File: config.mk
export PLATFORM = sky130hd
export DESIGN_NAME = conv_window_ctrl
export DESIGN_NICKNAME = d
export VERILOG_FILES = /design/src/rtl/conv_window_ctrl.sv
export SDC_FILE = /design/constraint.sdc
export NUM_CORES = 1
export LEC_CHECK = 0
export BUFFER_PORTS_ARGS = -buffer_cell sky130_fd_sc_hd__buf_2
export CORE_MARGIN = 5
export CORE_UTILIZATION = 60
export CTS_BUF_LIST = sky130_fd_sc_hd__clkbuf_8
export DETAILED_ROUTE_END_ITERATION = 16
export GPL_ROUTABILITY_DRIVEN = 0
export HOLD_SLACK_MARGIN = 0.08
export PLACE_DENSITY_LB_ADDON = 0.2
export SYNTH_ARGS = -nofsm -noshare
export SYNTH_HDL_FRONTEND = slang
export SYNTH_SLANG_ARGS = --single-unit
export TNS_END_PERCENT = 50
File: constraint.sdc
create_clock -name clk -period 4.85 [get_ports clk]
set_clock_uncertainty 0.2 [all_clocks]
set_input_delay 0.2425 -clock clk [delete_from_list [all_inputs] [get_ports clk]]
set_output_delay 0.2425 -clock clk [all_outputs]
set_load 0.05 [all_outputs]
File: src/rtl/conv_window_ctrl.sv
// Window sequencer for the conv line-buffer datapath: accepts the raster pixel stream,
// drives the line-buffer shift enable and flags complete, stride-aligned windows.
module conv_window_ctrl #(
    parameter int IMG_WIDTH  = 28,
    parameter int IMG_HEIGHT = 28,
    parameter int KERNEL     = 3,
    parameter int STRIDE     = 1,
    localparam int OUT_W = (IMG_WIDTH - KERNEL) / STRIDE + 1,
    localparam int OUT_H = (IMG_HEIGHT - KERNEL) / STRIDE + 1,
    localparam int OC_W  = (OUT_W > 1) ? $clog2(OUT_W) : 1,
    localparam int OR_W  = (OUT_H > 1) ? $clog2(OUT_H) : 1
) (
    input  logic            clk,
    input  logic            reset,
    input  logic            start,
    input  logic            in_valid,
    output logic            in_ready,
    output logic            shift_en,
    output logic            out_valid,
    input  logic            out_ready,
    output logic [OR_W-1:0] out_row,
    output logic [OC_W-1:0] out_col,
    output logic            busy,
    output logic            frame_done
);

    localparam int CW = (IMG_WIDTH > 1) ? $clog2(IMG_WIDTH) : 1;
    localparam int RW = (IMG_HEIGHT > 1) ? $clog2(IMG_HEIGHT) : 1;
    localparam int PW = (STRIDE > 1) ? $clog2(STRIDE) : 1;

    localparam logic [CW-1:0]   COL_LAST  = CW'(IMG_WIDTH - 1);
    localparam logic [CW-1:0]   COL_K1    = CW'(KERNEL - 1);
    localparam logic [RW-1:0]   ROW_LAST  = RW'(IMG_HEIGHT - 1);
    localparam logic [RW-1:0]   ROW_K1    = RW'(KERNEL - 1);
    localparam logic [PW-1:0]   PH_LAST   = PW'(STRIDE - 1);
    localparam logic [OC_W-1:0] OCOL_LAST = OC_W'(OUT_W - 1);

    typedef enum logic [1:0] {
        ST_IDLE  = 2'd0,
        ST_RUN   = 2'd1,
        ST_DRAIN = 2'd2
    } state_t;

    state_t          state_r;
    state_t          state_s;
    logic [CW-1:0]   col_r;
    logic [RW-1:0]   row_r;
    logic [PW-1:0]   cph_r;
    logic [PW-1:0]   rph_r;
    logic [OC_W-1:0] nxt_ocol_r;
    logic [OR_W-1:0] nxt_orow_r;
    logic            out_valid_r;
    logic [OR_W-1:0] out_row_r;
    logic [OC_W-1:0] out_col_r;
    logic            busy_r;
    logic            frame_done_r;

    logic            in_ready_s;
    logic            accept_s;
    logic            win_s;
    logic            last_pix_s;
    logic            start_frame_s;

    assign accept_s      = in_valid && in_ready_s;
    assign win_s         = (row_r >= ROW_K1) && (col_r >= COL_K1) &&
                           (rph_r == {PW{1'b0}}) && (cph_r == {PW{1'b0}});
    assign last_pix_s    = (row_r == ROW_LAST) && (col_r == COL_LAST);
    assign start_frame_s = (state_r == ST_IDLE) && (state_s == ST_RUN);

    // Next-state and handshake decode
    always_comb begin
        state_s    = state_r;
        in_ready_s = 1'b0;
        case (state_r)
            ST_IDLE: begin
                // the frame_done cycle is still the tail of the old frame
                if (start && !frame_done_r) begin
                    state_s = ST_RUN;
                end else begin
                    state_s = ST_IDLE;
                end
            end
            ST_RUN: begin
                in_ready_s = !out_valid_r || out_ready;
                if (accept_s && last_pix_s) begin
                    state_s = ST_DRAIN;
                end else begin
                    state_s = ST_RUN;
                end
            end
            ST_DRAIN: begin
                if (!out_valid_r || out_ready) begin
                    state_s = ST_IDLE;
                end else begin
                    state_s = ST_DRAIN;
                end
            end
            default: begin
                state_s = ST_IDLE;
            end
        endcase
    end

    // State register with busy and end-of-frame pulse
    always_ff @(posedge clk or posedge reset) begin
        if (reset) begin
            state_r      <= ST_IDLE;
            busy_r       <= 1'b0;
            frame_done_r <= 1'b0;
        end else begin
            state_r      <= state_s;
            busy_r       <= (state_s != ST_IDLE);
            frame_done_r <= (state_r == ST_DRAIN) && (state_s == ST_IDLE);
        end
    end

    // Raster position, stride phases and flagged-window coordinates
    always_ff @(posedge clk or posedge reset) begin
        if (reset) begin
            col_r       <= {CW{1'b0}};
            row_r       <= {RW{1'b0}};
            cph_r       <= {PW{1'b0}};
            rph_r       <= {PW{1'b0}};
            nxt_ocol_r  <= {OC_W{1'b0}};
            nxt_orow_r  <= {OR_W{1'b0}};
            out_valid_r <= 1'b0;
            out_row_r   <= {OR_W{1'b0}};
            out_col_r   <= {OC_W{1'b0}};
        end else if (start_frame_s) begin
            col_r       <= {CW{1'b0}};
            row_r       <= {RW{1'b0}};
            cph_r       <= {PW{1'b0}};
            rph_r       <= {PW{1'b0}};
            nxt_ocol_r  <= {OC_W{1'b0}};
            nxt_orow_r  <= {OR_W{1'b0}};
            out_valid_r <= 1'b0;
            out_row_r   <= {OR_W{1'b0}};
            out_col_r   <= {OC_W{1'b0}};
        end else if (accept_s) begin
            // phases stay 0 until the position reaches KERNEL-1, then count modulo STRIDE
            if (col_r == COL_LAST) begin
                col_r <= {CW{1'b0}};
                cph_r <= {PW{1'b0}};
                row_r <= row_r + RW'(1);
                if (row_r < ROW_K1) begin
                    rph_r <= {PW{1'b0}};
                end else if (rph_r == PH_LAST) begin
                    rph_r <= {PW{1'b0}};
                end else begin
                    rph_r <= rph_r + PW'(1);
                end
            end else begin
                col_r <= col_r + CW'(1);
                if (col_r < COL_K1) begin
                    cph_r <= {PW{1'b0}};
                end else if (cph_r == PH_LAST) begin
                    cph_r <= {PW{1'b0}};
                end else begin
                    cph_r <= cph_r + PW'(1);
                end
            end
            out_valid_r <= win_s;
            if (win_s) begin
                out_row_r <= nxt_orow_r;
                out_col_r <= nxt_ocol_r;
                if (nxt_ocol_r == OCOL_LAST) begin
                    nxt_ocol_r <= {OC_W{1'b0}};
                    nxt_orow_r <= nxt_orow_r + OR_W'(1);
                end else begin
                    nxt_ocol_r <= nxt_ocol_r + OC_W'(1);
                end
            end else begin
                out_row_r <= out_row_r;
                out_col_r <= out_col_r;
            end
        end else if (!out_valid_r || out_ready) begin
            out_valid_r <= 1'b0;
        end else begin
            out_valid_r <= out_valid_r;
        end
    end

    assign in_ready   = in_ready_s;
    assign shift_en   = accept_s;
    assign out_valid  = out_valid_r;
    assign out_row    = out_row_r;
    assign out_col    = out_col_r;
    assign busy       = busy_r;
    assign frame_done = frame_done_r;

endmodule

# ---- Word level (Yosys, flattened, before mapping)
# Cells that the tools add are included.
dict set report totals {
  out_inout_bits 15
  ff_bits 37
  wordCells 91
}
dict set report op_classes {
  order_cmp 4
  n_eq_ne 6
  n_bitwise 2
  n_mux 38
  reduce_logical 23
  addsub 6
}
# cell n
set ops {}
lappend ops {{2-to-1 mux 5 bit} 20}
lappend ops {{adder 5 x 1 -> 5 bit (second input constant)} 4}
lappend ops {{== test 5 bit (second input constant)} 3}
lappend ops {{2-to-1 mux 1 bit} 15}
lappend ops {{>= comparator 5 x 2 -> 1 bit (second input constant)} 2}
lappend ops {{less-than comparator 5 x 2 -> 1 bit (second input constant)} 2}
lappend ops {{nonzero test 2 bit} 5}
lappend ops {{logical AND 1 bit} 9}
lappend ops {{one-hot mux 2 bit (3 select lines)} 1}
lappend ops {{== test 2 x 1 -> 1 bit (second input constant)} 2}
lappend ops {{logical NOT 2 bit} 2}
lappend ops {{2-to-1 mux 2 bit} 2}
lappend ops {{AND reduction 2 bit} 2}
lappend ops {{AND reduction 3 bit} 1}
lappend ops {{nonzero test 3 bit} 1}
lappend ops {{adder 1 bit (second input constant)} 2}
lappend ops {{== test 2 bit (second input constant)} 1}
lappend ops {{logical NOT 1 bit} 2}
lappend ops {{inverter 1 bit} 2}
lappend ops {{logical OR 1 bit} 1}

# ---- Longest topological paths before layout
dict set report logic_depth {
  depth_word 11
  ltp_mapped 8
  ltp_nobuf 6
}

# ---- Worst setup path before layout
# Ideal clock, no wire load.
dict set report synth_path {
  path_type {register to register}
  startpoint {register frame_done_r (netlist: frame_done)}
  endpoint {register out_row_r[2] (netlist: out_row[2])}
  path_slack_ns 2.841
  setup_time_ns 0.135
  path_buffers 2
  t_arrival_ns 1.674
  synth_period_minus_slack_ns 2.009
  stages_incl_launch_ff 6
  t_required_ns 4.515
  cell_sequence {dfrtp_1 or4b_2 buf_2 buf_2 nand2_1 mux2i_1}
}
dict set report synth_between {
  elab_chain_cells 8
  elab_cells_between_ends 10
  cone_classes {eq/ne: 1; mux: 3; reduce/logical: 6}
}
# element line_no
set synth_lines {}
lappend synth_lines {{from (decl)} 56} ;# logic frame_done_r;
lappend synth_lines {{from (signal assigned)} 113} ;# frame_done_r <= (state_r == ST_DRAIN) && (state_s == ST_IDLE);
lappend synth_lines {{logical NOT 1 bit *} 77} ;# if (start && !frame_done_r) begin
lappend synth_lines {{logical AND 1 bit *} 77}
lappend synth_lines {{2-to-1 mux 1 bit *} 77}
lappend synth_lines {{one-hot mux 2 bit (3 select lines) *} 74} ;# case (state_r)
lappend synth_lines {{== test 2 x 1 -> 1 bit *} 68} ;# assign start_frame_s = (state_r == ST_IDLE) && (state_s == ST_RUN);
lappend synth_lines {{logical AND 1 bit *} 68}
lappend synth_lines {{nonzero test 2 bit (no source line)} n/a}
lappend synth_lines {{AND reduction 2 bit (no source line)} n/a}
lappend synth_lines {{to (signal assigned)} 127} ;# out_row_r <= {OR_W{1'b0}};
lappend synth_lines {{to (signal assigned)} 137} ;# out_row_r <= {OR_W{1'b0}};
lappend synth_lines {{to (signal assigned)} 164} ;# out_row_r <= nxt_orow_r;
lappend synth_lines {{to (decl)} 53} ;# logic [OR_W-1:0] out_row_r;
# Every way passes the cells marked *; elsewhere a longest branch is shown, timed or not.
# A chain may end at the register's enable or synchronous reset.

# ---- Worst setup path in the final report
dict set report layout_path {
  startpoint {register state_r[1]}
  endpoint {output port shift_en}
}
dict set report layout_between {
  elab_chain_cells 3
}
# element line_no
set layout_lines {}
lappend layout_lines {{from (decl)} 44} ;# state_t state_r;
lappend layout_lines {{from (signal assigned)} 111} ;# state_r <= state_s;
lappend layout_lines {{== test 2 x 1 -> 1 bit} 74}
lappend layout_lines {{2-to-1 mux 1 bit} 74}
lappend layout_lines {{logical AND 1 bit} 64} ;# assign accept_s = in_valid && in_ready_s;
lappend layout_lines {{to (decl)} 18} ;# output logic shift_en,
# Every way passes these cells.

==> metrics <==
max-cap viol count 0; Final setup violation count 0; Synth Area in Compound Gates 0.101; remaining global-route overflow 0; logic depth of the worst register-to-register path 4; fin util 0.667; core area between 3000 and 4000 sq um; CTS tree done; first-pass iteration count of the detailed router 5; count of yosys warnings during synthesis 0; unrepaired setup endpoints after global routing false; xor and xnor area share after synthesis 0; Final TNS setup 0 ps; Die H 65.3 microns; WP buf/inv 2; pwr dens 322 nW/um^2; proportion of synthesized chip area in sequential cells 0.477; mean area per synthesized cell 9.72 sq um; Stages on worst setup path 4; Post-Place Cells 233; largest net degree at the start of global routing 36; I/O Buffers 19; signed area change from the synthesized netlist to the final layout 8.99%; peak per-stage delay on the critical path around 470 ps; die area 4270 sq um; final critical-path share of the clock period 0.518; endpoint type of the worst setup path output port; synthesized-area fraction occupied by adder cells 0.0477; number of pins exceeding their max-slew limit in the final report 0; placed wire-length estimate after detailed placement 2.63 mm; routed via count about 1500; number of hold-slack violations in the final timing report 0; number of H-tree levels 2; ratio of routed vias to standard cells between 6 and 7; remaining antenna violation count 0; worst slew margin relative to its limit 0.356; DRT Wirelength 3.83 mm; clock tree buffer depth 2; Req. time, crit path 4410 ps; starting density of the core 0.612; FP Rows 20; startpoint of the worst-slack reg-to-reg timing path state_r[1]; Crit-path slowest cell inv_1; # DRC 0; post-detailed-placement cell area 1920 sq um; share of cell area taken by muxes after synthesis 0.0545; width of the chip ~65 microns; Critical path destination shift_en; Max Clock Freq between 300 and 400 MHz; Post-CTS Setup Bufs 0; final layout net count 220; Filler Cell Count approximately 250; launch instance of the worst min-delay path out_ready; number of standard cells after synthesis 189; Netlist Area Pre-Place ~1800 sq um; number of placed I/O pins 20; number of global-route vias before repair 1452; first-pass GRT wire length 6.56 mm; largest family of logic cells by synthesized area simple AND/OR/NAND/NOR gates; category of cells accounting for the largest share of critical-path delay buffers and inverters; Reg2Reg Setup Slack 2410 ps; ant diodes 0; nature of the critical path startpoint flop; number of distinct library cells after synthesis 38; flip-flop and latch count after synthesis 35; arrival time at the worst endpoint just over 2000 ps; overall global routing resource usage 0.199; clock transition at the registers of the reported paths ~60 ps; status complete, no violations; DRC violation total after the first TritonRoute iteration 150; Worst-Skew Late Latency 280 ps; critical path launch point state_r[1]; final instance area between 2000 and 2500 sq um; final standard cell count with taps included and fillers excluded 240; Root Driver clkbuf_8; Tightest Pin Transition just under 1000 ps; Max Fanout on Critical Path 16; critical path cell sequence and2b_1, nand3_2, inv_1, buf_2; number of antenna violations at the first check in global routing 0; Synth Net Count 201; shortest clock period the worst path allows after layout 2510 ps; maximum ir drop on the vdd rail between 0.0002 and 0.00025 V; kind of critical path flop to output port; clk sink count 35; clock buffers created by TritonCTS 5; Static Leakage around 0.9 nW; share of cells above drive strength 1 0.150; Worst Hold Class input pin to flop; post-DR wirelength/cell 16.0 microns; Reg-to-Reg End out_row[4]; area fraction in and, or, nand and nor cells after synthesis 0.265; worst slack on hold paths 148 ps
## logic make-up (layout without fill, tap and decap cells)
| kind of cell | Yosys count | count (layout) |
|---|---|---|
| mux | 10 | 10 |
| compound gates | 31 | 31 |
| buf+inv | 20 | 38 |
| flops | 35 | 35 |
| simple gates | 86 | 86 |
| fa+ha+maj | 7 | 7 |
## Yosys cell counts (all sizes together)
cell type  count  share of area
nor3           3          0.011
nand2b         3          0.010
nand4b         2         0.0095
ha             7          0.048
and3           1         0.0034
and2           2         0.0068
a21oi          7          0.019
nor4           4          0.014
buf            7          0.029
or4b           1         0.0054
nor3b          1         0.0041
and4b          2          0.011
nand4         14          0.048
clkbuf         2         0.0041
and2b          1         0.0041
a41oi          1         0.0048
o31ai          1         0.0041
or3            3          0.010
a211oi         1         0.0068
nand3b         1         0.0041
inv           11          0.022
dfrtp         35           0.48
o22ai          2         0.0068
or4            2          0.010
o21ai         15          0.041
nor2b          3          0.010
nor2           6          0.012
nor4b          1         0.0082
nand3         10          0.030
nand2         26          0.053
o41ai          2         0.0095
mux2i         10          0.054
o21a           1         0.0041
a311oi         1         0.0048
## repair_timing
action | CTS | global route
hold buffers | 1 | 0
setup endpoints to repair | 0 | 0
endpoints found under the hold margin | 35 | 0
gates resized for setup | 0 | 0
## flip-flops by register name (all words and copies together) (netlist names)
signal,cells
col_r,5
nxt_ocol_r,5
nxt_orow_r,5
out_col,5
out_row,5
row_r,5
state_r,2
busy,1
frame_done,1
out_valid,1
## worst min-delay path by stage
stage	to	cells after the start
detailed placement	state_r[1]	3
floorplan	busy	1
finish	out_valid	3
global placement	state_r[0]	3
global route	out_valid	3
CTS	out_valid	3
## tightest hold or removal path: stages
cell	delay, ps
buf_2	80
nor2b_1	70
o21a_1	190
## routing by layer
layer	part of all wire	GRT usage	vias up	routed length (microns)
li1	-	-	725	-
met1	0.45	0.251	726	1740
met2	0.48	0.325	37	1860
met3	0.043	0.0564	9	166
met4	0.019	0.0699	0	72
met5	0	0	-	0
## cell usage in the layout (no fill, tap or decap), types with 2 or more instances in the layout
cell type	n
or3_1	3
buf_2	19
nand2b_1	3
dfrtp_1	35
clkbuf_8	5
nand4b_1	2
and2_1	2
nor4_1	4
o41ai_1	2
nor2b_1	3
ha_1	7
mux2i_1	10
o21ai_0	15
nand2_1	26
inv_1	12
o22ai_1	2
nor3_1	2
and4b_1	2
nand4_1	14
nand3_1	9
nor2_1	6
a21oi_1	7
## report_power, final
part / internal, mW / switching [mW]
sequential: 0.310 / 0.0268
clock: 0.0935 / 0.0961
combinational: 0.0335 / 0.0842
total: 0.437 / 0.207
## area by class of cell
| type | instances | area, sq um | share of cell area |
|---|---|---|---|
| timing repair buffer | 21 | 113 | 0.0562 |
| tap | 33 | 41.3 | 0.0206 |
| sequential | 35 | 876 | 0.437 |
| inverter | 11 | 41.3 | 0.0206 |
| multi-input combinational | 134 | 860 | 0.429 |
| clock inverter | 1 | 3.75 | 0.00187 |
| clock buffer | 5 | 68.8 | 0.0344 |
## through the flow
step,total power [mW],setup slack [ps]
2_1_floorplan,0.441,2840
3_3_place_gp,0.451,2580
3_5_place_dp,0.458,2430
4_1_cts,0.648,2370
5_1_grt,0.682,2230
6_report,0.644,2340
Power figures use the tool's default switching activity.
